$ cat config.mk
export PLATFORM = sky130hd
export DESIGN_NAME = lstm_input_sequencer
export DESIGN_NICKNAME = d
export VERILOG_FILES = /design/src/rtl/lstm_input_sequencer.sv
export SDC_FILE = /design/constraint.sdc
export NUM_CORES = 1
export LEC_CHECK = 0
export CAP_MARGIN = 15
export CORE_MARGIN = 2
export CORE_UTILIZATION = 51
export DETAILED_ROUTE_END_ITERATION = 16
export PLACE_DENSITY_LB_ADDON = 0.25
export SLEW_MARGIN = 40
export SYNTH_ARGS = -nofsm -noshare
export SYNTH_HDL_FRONTEND = slang
export SYNTH_SLANG_ARGS = --single-unit
export TNS_END_PERCENT = 10
$ cat constraint.sdc
create_clock -name clk -period 9.2 [get_ports clk]
set_input_delay 1.38 -clock clk [delete_from_list [all_inputs] [get_ports clk]]
set_output_delay 1.38 -clock clk [all_outputs]
set_load 0.005 [all_outputs]
$ cat src/rtl/lstm_input_sequencer.sv
// lstm_input_sequencer: I/Q sample FIFO feeding one timestep at a time to the LSTM cell, with frame counting.
module lstm_input_sequencer #(
  parameter int DATA_W  = 16,
  parameter int DEPTH   = 8,
  parameter int SEQ_LEN = 16
) (
  input  logic                       clk,
  input  logic                       rst,
  input  logic                       in_valid,
  input  logic [DATA_W-1:0]          in_i,
  input  logic [DATA_W-1:0]          in_q,
  output logic                       in_ready,
  input  logic                       hidden_done,
  output logic [DATA_W-1:0]          x_i,
  output logic [DATA_W-1:0]          x_q,
  output logic                       enable_input,
  output logic [$clog2(SEQ_LEN)-1:0] step_cnt,
  output logic                       frame_done,
  output logic                       overflow
);
  localparam int AW = $clog2(DEPTH);
  localparam int CW = AW + 1;
  localparam int SW = $clog2(SEQ_LEN);
  typedef enum logic [1:0] {S_IDLE, S_RUN, S_WAIT} state_t;
  state_t state, state_nx;
  logic [DATA_W-1:0] mem_i [DEPTH];
  logic [DATA_W-1:0] mem_q [DEPTH];
  logic [AW-1:0] wr_ptr, rd_ptr;
  logic [CW-1:0] count;
  logic push, pop, has_data, step_last;
  assign has_data  = count != '0;
  assign in_ready  = !rst && (count != CW'(DEPTH));
  assign push      = in_valid && in_ready;
  assign step_last = step_cnt == SW'(SEQ_LEN - 1);
  always_comb begin
    pop      = (state == S_RUN) ? hidden_done && has_data : has_data;
    state_nx = (state == S_RUN && hidden_done && !has_data) ? S_WAIT :
               (state != S_RUN && has_data) ? S_RUN : state;
  end
  always_ff @(posedge clk) begin
    if (rst) state <= S_IDLE;
    else     state <= state_nx;
  end
  always_ff @(posedge clk) begin
    if (push) begin
      mem_i[wr_ptr] <= in_i;
      mem_q[wr_ptr] <= in_q;
    end
  end
  always_ff @(posedge clk) begin
    if (rst) begin
      wr_ptr       <= '0;
      rd_ptr       <= '0;
      count        <= '0;
      x_i          <= '0;
      x_q          <= '0;
      enable_input <= 1'b0;
      step_cnt     <= '0;
      frame_done   <= 1'b0;
      overflow     <= 1'b0;
    end else begin
      wr_ptr       <= wr_ptr + AW'(push);
      rd_ptr       <= rd_ptr + AW'(pop);
      count        <= count + CW'(push) - CW'(pop);
      enable_input <= state_nx == S_RUN;
      frame_done   <= state == S_RUN && hidden_done && step_last;
      overflow     <= overflow || (in_valid && !in_ready);
      if (pop) begin
        x_i <= mem_i[rd_ptr];
        x_q <= mem_q[rd_ptr];
      end
      // WAIT keeps the step index so a starved frame resumes where it left off
      if (state == S_IDLE) step_cnt <= '0;
      else if (state == S_RUN && hidden_done) step_cnt <= step_last ? '0 : step_cnt + 1'b1;
    end
  end
endmodule

Word level (Yosys, flattened, before mapping)
Memory sizes are Yosys's and may differ from the RTL's. A register that Yosys moved wholly into a read port is not among the register bits.
Cells that the tools add are included.
{"block": "word_totals", "regBits": 19, "ramBits": 256, "input_bits": 36, "output_inout_bits": 40, "word_cells": 41, "mem_count": 2}
{"memory": "mem_i", "depth": 8, "word_bits": 16, "read_ports": 1, "rd_ports_with_merged_regs": 1, "write_ports": 1, "line_no": "26", "rtl": "logic [DATA_W-1:0] mem_i [DEPTH];"}
{"memory": "mem_q", "depth": 8, "word_bits": 16, "read_ports": 1, "rd_ports_with_merged_regs": 1, "write_ports": 1, "line_no": "27", "rtl": "logic [DATA_W-1:0] mem_q [DEPTH];"}
{"block": "classes", "add_sub_neg": 5, "n_eq_ne": 5, "mux": 6, "reduce_logical": 15}
{"op": "$logic_and A1 B1 Y1", "count": 8}
{"op": "$add A3 B1 Y3", "count": 2}
{"op": "$add A4 B1 Y4", "count": 1}
{"op": "$add A4 B1 Y4 const B", "count": 1}
{"op": "$eq A2 B1 Y1 const B", "count": 2}
{"op": "$eq A4 B4 Y1 const B", "count": 1}
{"op": "$mux W2", "count": 2}
{"op": "$mux W4", "count": 1}
{"op": "$ne A4 B4 Y1 const B", "count": 1}
{"op": "$reduce_bool A4 Y1", "count": 1}
{"op": "$sub A4 B1 Y4", "count": 1}
{"op": "$logic_not A1 Y1", "count": 3}
{"op": "$mux W1", "count": 3}
{"op": "$logic_not A2 Y1", "count": 1}
{"op": "$ne A2 B1 Y1 const B", "count": 1}
{"op": "$reduce_or A2 Y1", "count": 1}
{"op": "$logic_or A1 B1 Y1", "count": 1}

Longest topological paths before layout
Gate-level depths: netlist (run 1).
{"block": "depth", "word_depth": 5, "depth_mapped": 12, "mapped_depth_nobuf": 11}

Worst setup path after synthesis (run 1)
Ideal clock, no wire load.
{"block": "synth_timing", "path_kind": "input to register", "startpoint": "input port rst", "endpoint": "memory mem_i[0][0] (enable)", "setup_time_ps": 502, "arrival_ps": 4791, "t_required_ps": 8698, "path_slack_ps": 3908, "cell_stages": 3, "n_path_buf": 0, "path_cell_list": "a21oi_1 -> nand2_1 -> nor4_1"}
{"block": "synth_via", "elab_chain_len": 5}
{"item": "start, declared", "line_no": "8", "rtl": "input logic rst,"}
{"item": "$logic_not A1 Y1", "line_no": "32", "rtl": "assign in_ready = !rst && (count != CW'(DEPTH));"}
{"item": "$logic_and A1 B1 Y1", "line_no": "32"}
{"item": "$logic_and A1 B1 Y1", "line_no": "33", "rtl": "assign push = in_valid && in_ready;"}
{"item": "$mux W1", "line_no": "45", "rtl": "if (push) begin"}
{"item": "$mux W1 (not written as such)", "line_no": "46", "rtl": "mem_i[wr_ptr] <= in_i;"}
{"item": "end, declared", "line_no": "26"}
Every way passes these cells.

Worst setup path in the final report (run 1)
{"block": "layout_timing", "startpoint": "input port rst", "endpoint": "output port in_ready"}
{"block": "layout_via", "elab_chain_len": 2}
{"item": "$logic_not A1 Y1", "line_no": "32"}
{"item": "$logic_and A1 B1 Y1", "line_no": "32"}
{"item": "end, declared", "line_no": "12", "rtl": "output logic in_ready,"}
Every way passes these cells.

==> impl_metrics.yaml, run 1 <==
synthesis:
  synth_warnings: 0
  syn_avg_cell_area_um2: 17.7
  synth_top_cell_by_area: "edfxtp_1"
  synthCells: 655
  ys_top_cells_by_area: "edfxtp_1 66%, dfxtp_1 8.8%, mux4_2 6.2%"
  synth_top_area_share_pct: 66.2
  async_flop_share_pct: 0
  syn_nets: 701
  seq_area_frac_synth_pct: 75.0
  yosys_most_used_dff: "edfxtp_1"
  netlist-cell-type-count: 36
  ys_seq_elements: 307
  synth_edf_count: 256
  syn_area_um2: 11600
routing:
  postRouteAntennaNets: 0
  dr.first_iter.drc_count: 517
  drt-pass1-iter-count: 5
  routedWlPerCell_um: 21.9
  wl_um: 22900
  vias: 6140
  drc: 0
  viasPerCell: 5.85
setup_path:
  critical_path.slowest_cell: "buf_4"
  slowest_delay_ns: 0.51
  reg2reg_to: "mem_q[1][10]"
  path_buf_inv: 2
  path_cells: "buf_4 -> a21oi_1 -> clkdlybuf4s50_1"
  r2r_slack_ns: 6.31
  worstPathArrival_ns: 2.50
  cp_top_family: "buffers and inverters"
  rr_startpoint: "count[2]"
  crit_type: "input pin to output pin"
  endpoint_kind: "output pin"
  cp-start-kind: "input pin"
  rr_worst_depth: 8
  critPathRequiredTime_ns: 7.82
  crit_path_max_fanout: 50
timing:
  holdWs_ns: 0.478
  finalCriticalPeriod_ns: 3.88
  hold_viol: 0
  tns_ns: 0
  skew_ns: 0.0118
  rsz0062_at_grt: "false"
  finalMaxSlewViolations: 0
  fmax_ghz: 0.258
  post-route-period-util_pct: 42.2
  worstMarginPinSlew_ns: 0.706
  relSlewSlack_pct: 52.8
  fin_ws_ns: 5.32
  setup_viol: 0
cts:
  clk_latency_ns: 0.54
  ctsResizeCount: 0
  numCtsBuffers: 30
  clkSinkCount: 307
  clk_pin_slew_worst_paths_ns: 0.06
  cts_hold_buffers: 0
  cts.htree.levels: 1
  cts_tree: "done"
  post_cts_buffers: 0
  cts_buffer_depth: 3
  cts_root_buffer: "clkbuf_16"
die:
  die_area_um2: 24000
  initial_core_util_pct: 51.6
  core_um2: 22500
  die_x_um: 155
  die_height_um: 155
  rows: 55
  pin_count: 76
grt:
  grt-ovfl-total: 0
  groute.usage.overall_pct: 19.1
  grt_pass1_wl_um: 35300
  grt_max_degree: 51
  first_global_vias: 6490
  antenna_found_initial: 0
run:
  max_cap_violations: 0
power:
  irDropWorstVdd_v: 0.000172
  p_leak_nw: 4.48
  power_density_nw_per_um2: 287
worst_hold_path:
  whs_path_depth: 2
  worstHoldEndpoint: "overflow"
  min-delay-start: "overflow"
  hold_class: "flop to flop"
placed_design:
  pre_cts_ws_ns: 5.09
  place_hpwl_um: 12800
  portBuffers: 75
  gp_congestion: 0.741
finish:
  drive_gt1_share_pct: 14.7
  antenna_cells: 0
  n_fill_cell: 1587
  seqCellArea_um2: 8710
  multi_input_area_um2: 2700
  fin_nets: 786
  syn_to_final_growth_pct: 18.2
run_status:
  outcome: "complete, no violations"
final cells by class:
| cell class | instances | area share, % |
|---|---|---|
| well taps | 285 | 2.60 |
| inverters | 6 | 0.164 |
| repair buffers | 92 | 6.85 |
| flip-flops and latches | 307 | 63.5 |
| multi-input cells | 303 | 19.6 |
| clock inverters | 15 | 1.28 |
| clock buffers | 41 | 6.00 |
cell families after synthesis:
family,synth area share (%)
AO/OA/AOI/OAI,4.83
XOR/XNOR,0.528
adder cells (fa/ha/maj),1.14
buffers and inverters,2.34
flip-flops,75.0
multiplexers,11.7
AND/OR/NAND/NOR,4.44
routing by layer:
| layer | routed length [um] | vias up | track usage, % |
|---|---|---|---|
| li1 | - | 2758 | - |
| met1 | 9700 | 3129 | 25.7 |
| met2 | 11400 | 215 | 32.3 |
| met3 | 1450 | 38 | 3.01 |
| met4 | 420 | 0 | 6.08 |
| met5 | 0 | - | 0 |
worst register-to-register path: stages (launching register included):
cell     delay (ns)
dfxtp_1        0.31
inv_1          0.06
ha_1           0.22
a21oi_1        0.17
nand2_1        0.23
inv_1          0.19
nand2_1        0.26
nor3_4         0.63
buf_4          0.47
how the worst max path moves through the flow:
stage	start	endpoint	slack [ns]	cells after the start
floorplan	rst	mem_i[0][0]	3.91	3
global placement	rst	mem_q[1][1]	4.68	7
detailed placement	rst	mem_q[1][1]	5.09	7
CTS	rst	in_ready	5.33	3
global route	rst	in_ready	5.27	3
finish	rst	in_ready	5.32	3
synthesized netlist by cell type, types with 2 or more instances:
| cell | number |
|---|---|
| edfxtp_1 | 256 |
| mux2i_1 | 64 |
| dfxtp_1 | 51 |
| nor2_1 | 44 |
| nor3_1 | 38 |
| mux4_2 | 32 |
| o22ai_1 | 32 |
| a211oi_1 | 28 |
| buf_2 | 13 |
| clkbuf_1 | 12 |
| buf_6 | 10 |
| ha_1 | 9 |
| a21oi_1 | 7 |
| nand2b_1 | 7 |
| inv_1 | 6 |
| nand2_1 | 6 |
| nor2b_1 | 6 |
| xnor2_1 | 6 |
| a211oi_2 | 4 |
| o21ai_0 | 4 |
| buf_4 | 3 |
| a21boi_0 | 2 |
| nand4_1 | 2 |
flip-flops by register name (all words and copies together), names as in the netlist:
signal and cells:
overflow 1, step_cnt 4, state 2, mem_q 128, mem_i 128, enable_input 1, x_q 16, frame_done 1
wr_ptr 3, count 4, rd_ptr 3, x_i 16
per-stage QoR:
step	total power [W]	util, %	area (um2)	std cells
finish	0.00393	61.0	13700	1049
global route	0.00409	61.0	13700	1049
CTS	0.00397	61.0	13700	1049
detailed placement	0.00274	56.6	12700	993
global placement	0.00270	56.1	12600	989
floorplan	0.00239	-	11600	655
placed cells by master, fill, tap and decap left out, types with 8 or more instances in the layout:
cell / n
mux2i_1: 64
clkbuf_16: 31
clkbuf_1: 9
ha_1: 9
buf_4: 14
o22ai_1: 32
clkinv_2: 8
mux4_2: 32
dfxtp_1: 48
nor3_1: 34
clkdlybuf4s50_1: 74
edfxtp_1: 256
a211oi_1: 28
nor2_1: 41
power breakdown:
part           leakage, nW  internal [W]  switching [W]
registers             2.73       0.00163      0.0000979
logic                 1.25      0.000480       0.000500
clock network        0.491      0.000736       0.000495
total                 4.48       0.00284        0.00109
Note: power is estimated with default switching activity, not from simulation.
==> run 2, diff against run 1 <==
- clock period: 9.2 -> 3.67 ns (I/O delays scaled with it)
==> impl_metrics.yaml, run 2 (same netlist as run 1, synthesis figures left out) <==
run_status:
  outcome: "complete, no violations"
finish:
  syn_to_final_growth_pct: 18.1
  final_area_um2: 13700
  final_common_cell: "edfxtp_1"
  reg.largest.list: "mem_i (128), mem_q (128)"
  fin_nets: 793
  final_core_util_pct: 61.0
  drive_gt1_share_pct: 15.7
  final_cell_mix: "256 x edfxtp_1, 74 x clkdlybuf4s50_1, 64 x mux2i_1"
die:
  rows: 55
  core_um2: 22500
  pin_count: 76
  die_x_um: 155
  die_height_um: 155
  die_area_um2: 24000
  initial_core_util_pct: 51.6
setup_path:
  critPathLaunch: "count[2]"
  cp-start-kind: "flop"
  crit_path_max_fanout: 18
  worstPathArrival_ns: 2.77
  endpoint_kind: "flop"
  crit_type: "flop to flop"
  rr_startpoint: "count[2]"
  critPathRequiredTime_ns: 3.91
timing:
  fin_ws_ns: 1.15
  setup_viol: 0
  finalMaxSlewViolations: 0
  rsz0062_at_grt: "false"
  fmax_ghz: 0.396
  skew_ns: 0.0138
  relSlewSlack_pct: 56.4
  hold_viol: 0
  tns_ns: 0
  finalCriticalPeriod_ns: 2.52
  post-route-period-util_pct: 68.8
  worstMarginPinSlew_ns: 0.654
grt:
  antenna_found_initial: 1
  grt_max_degree: 50
  grt-ovfl-total: 0
  groute.usage.overall_pct: 19.6
  grt_pass1_wl_um: 35900
  first_global_vias: 6355
cts:
  cts_tree: "done"
  post_cts_buffers: 0
  cts_buffer_depth: 3
  ctsResizeCount: 0
  cts_root_buffer: "clkbuf_16"
  cts_hold_buffers: 0
  clk_latency_ns: 0.55
  cts.htree.levels: 1
  numCtsBuffers: 30
  clk_pin_slew_worst_paths_ns: 0.06
  clkSinkCount: 307
run:
  max_cap_violations: 0
placed_design:
  place_area_um2: 12800
  portBuffers: 75
  pre_cts_ws_ns: 0.873
  place_hpwl_um: 12900
  gp_congestion: 0.747
power:
  irDropWorstVdd_v: 0.000376
  power_density_nw_per_um2: 708
  finalPower_w: 0.00971
  p_leak_nw: 4.49
routing:
  vias: 6097
  dr.first_iter.drc_count: 474
  postRouteAntennaNets: 0
  drc: 0
  routedWlPerCell_um: 21.6
  drt-pass1-iter-count: 5
  viasPerCell: 5.77
  wl_um: 22800
worst_hold_path:
  min-delay-start: "x_q[10]"
  hold_class: "flop to flop"
[run 2: worst max-delay path: stages, from the launching register on]
cell     delay [ns]
dfxtp_1        0.30
inv_1          0.07
ha_1           0.21
a21oi_1        0.16
nand2_1        0.23
inv_1          0.20
nand2_1        0.24
nor2_4         0.53
buf_12         0.25
[run 2: final timing paths]
kind | endpoint | slack (ns) | cells after the start
worst min register to register | x_q[10] | 0.49 | 2
worst max register to register | mem_q[7][5] | 1.15 | 8
worst max-delay path | mem_q[7][5] | 1.15 | 8
worst min-delay path | x_q[10] | 0.49 | 2
[run 2: routing by layer]
| metal | vias to the layer above | track usage, % | part of all wire, % |
|---|---|---|---|
| met5 | - | 0 | 0 |
| met4 | 0 | 6.26 | 2.2 |
| met3 | 37 | 3.04 | 5.2 |
| met2 | 166 | 32.6 | 49 |
| met1 | 3123 | 26.9 | 43 |
| li1 | 2771 | - | - |
[run 2: power by group]
part           internal [W]  leakage, nW  switching (W)  total [W]
sequential          0.00407         2.73       0.000258    0.00433
combinational       0.00121         1.29        0.00125    0.00246
clock               0.00169        0.474        0.00123    0.00292
[run 2: stage by stage]
stage | hold WS [ns] | std cells
finish | 0.490 | 1057
global route | 0.512 | 1057
CTS | 0.492 | 1056
detailed placement | 0.480 | 1000
global placement | 0.449 | 1000
floorplan | 0.461 | 655
[run 2: final cells by class]
cell class	count	area, um2
clock buffers	45	898
clock inverters	11	62.6
fillers	1616	8790
well taps	285	357
diodes	1	2.50
multi-input cells	303	2700
repair buffers	99	963
flip-flops and latches	307	8710
inverters	6	22.5
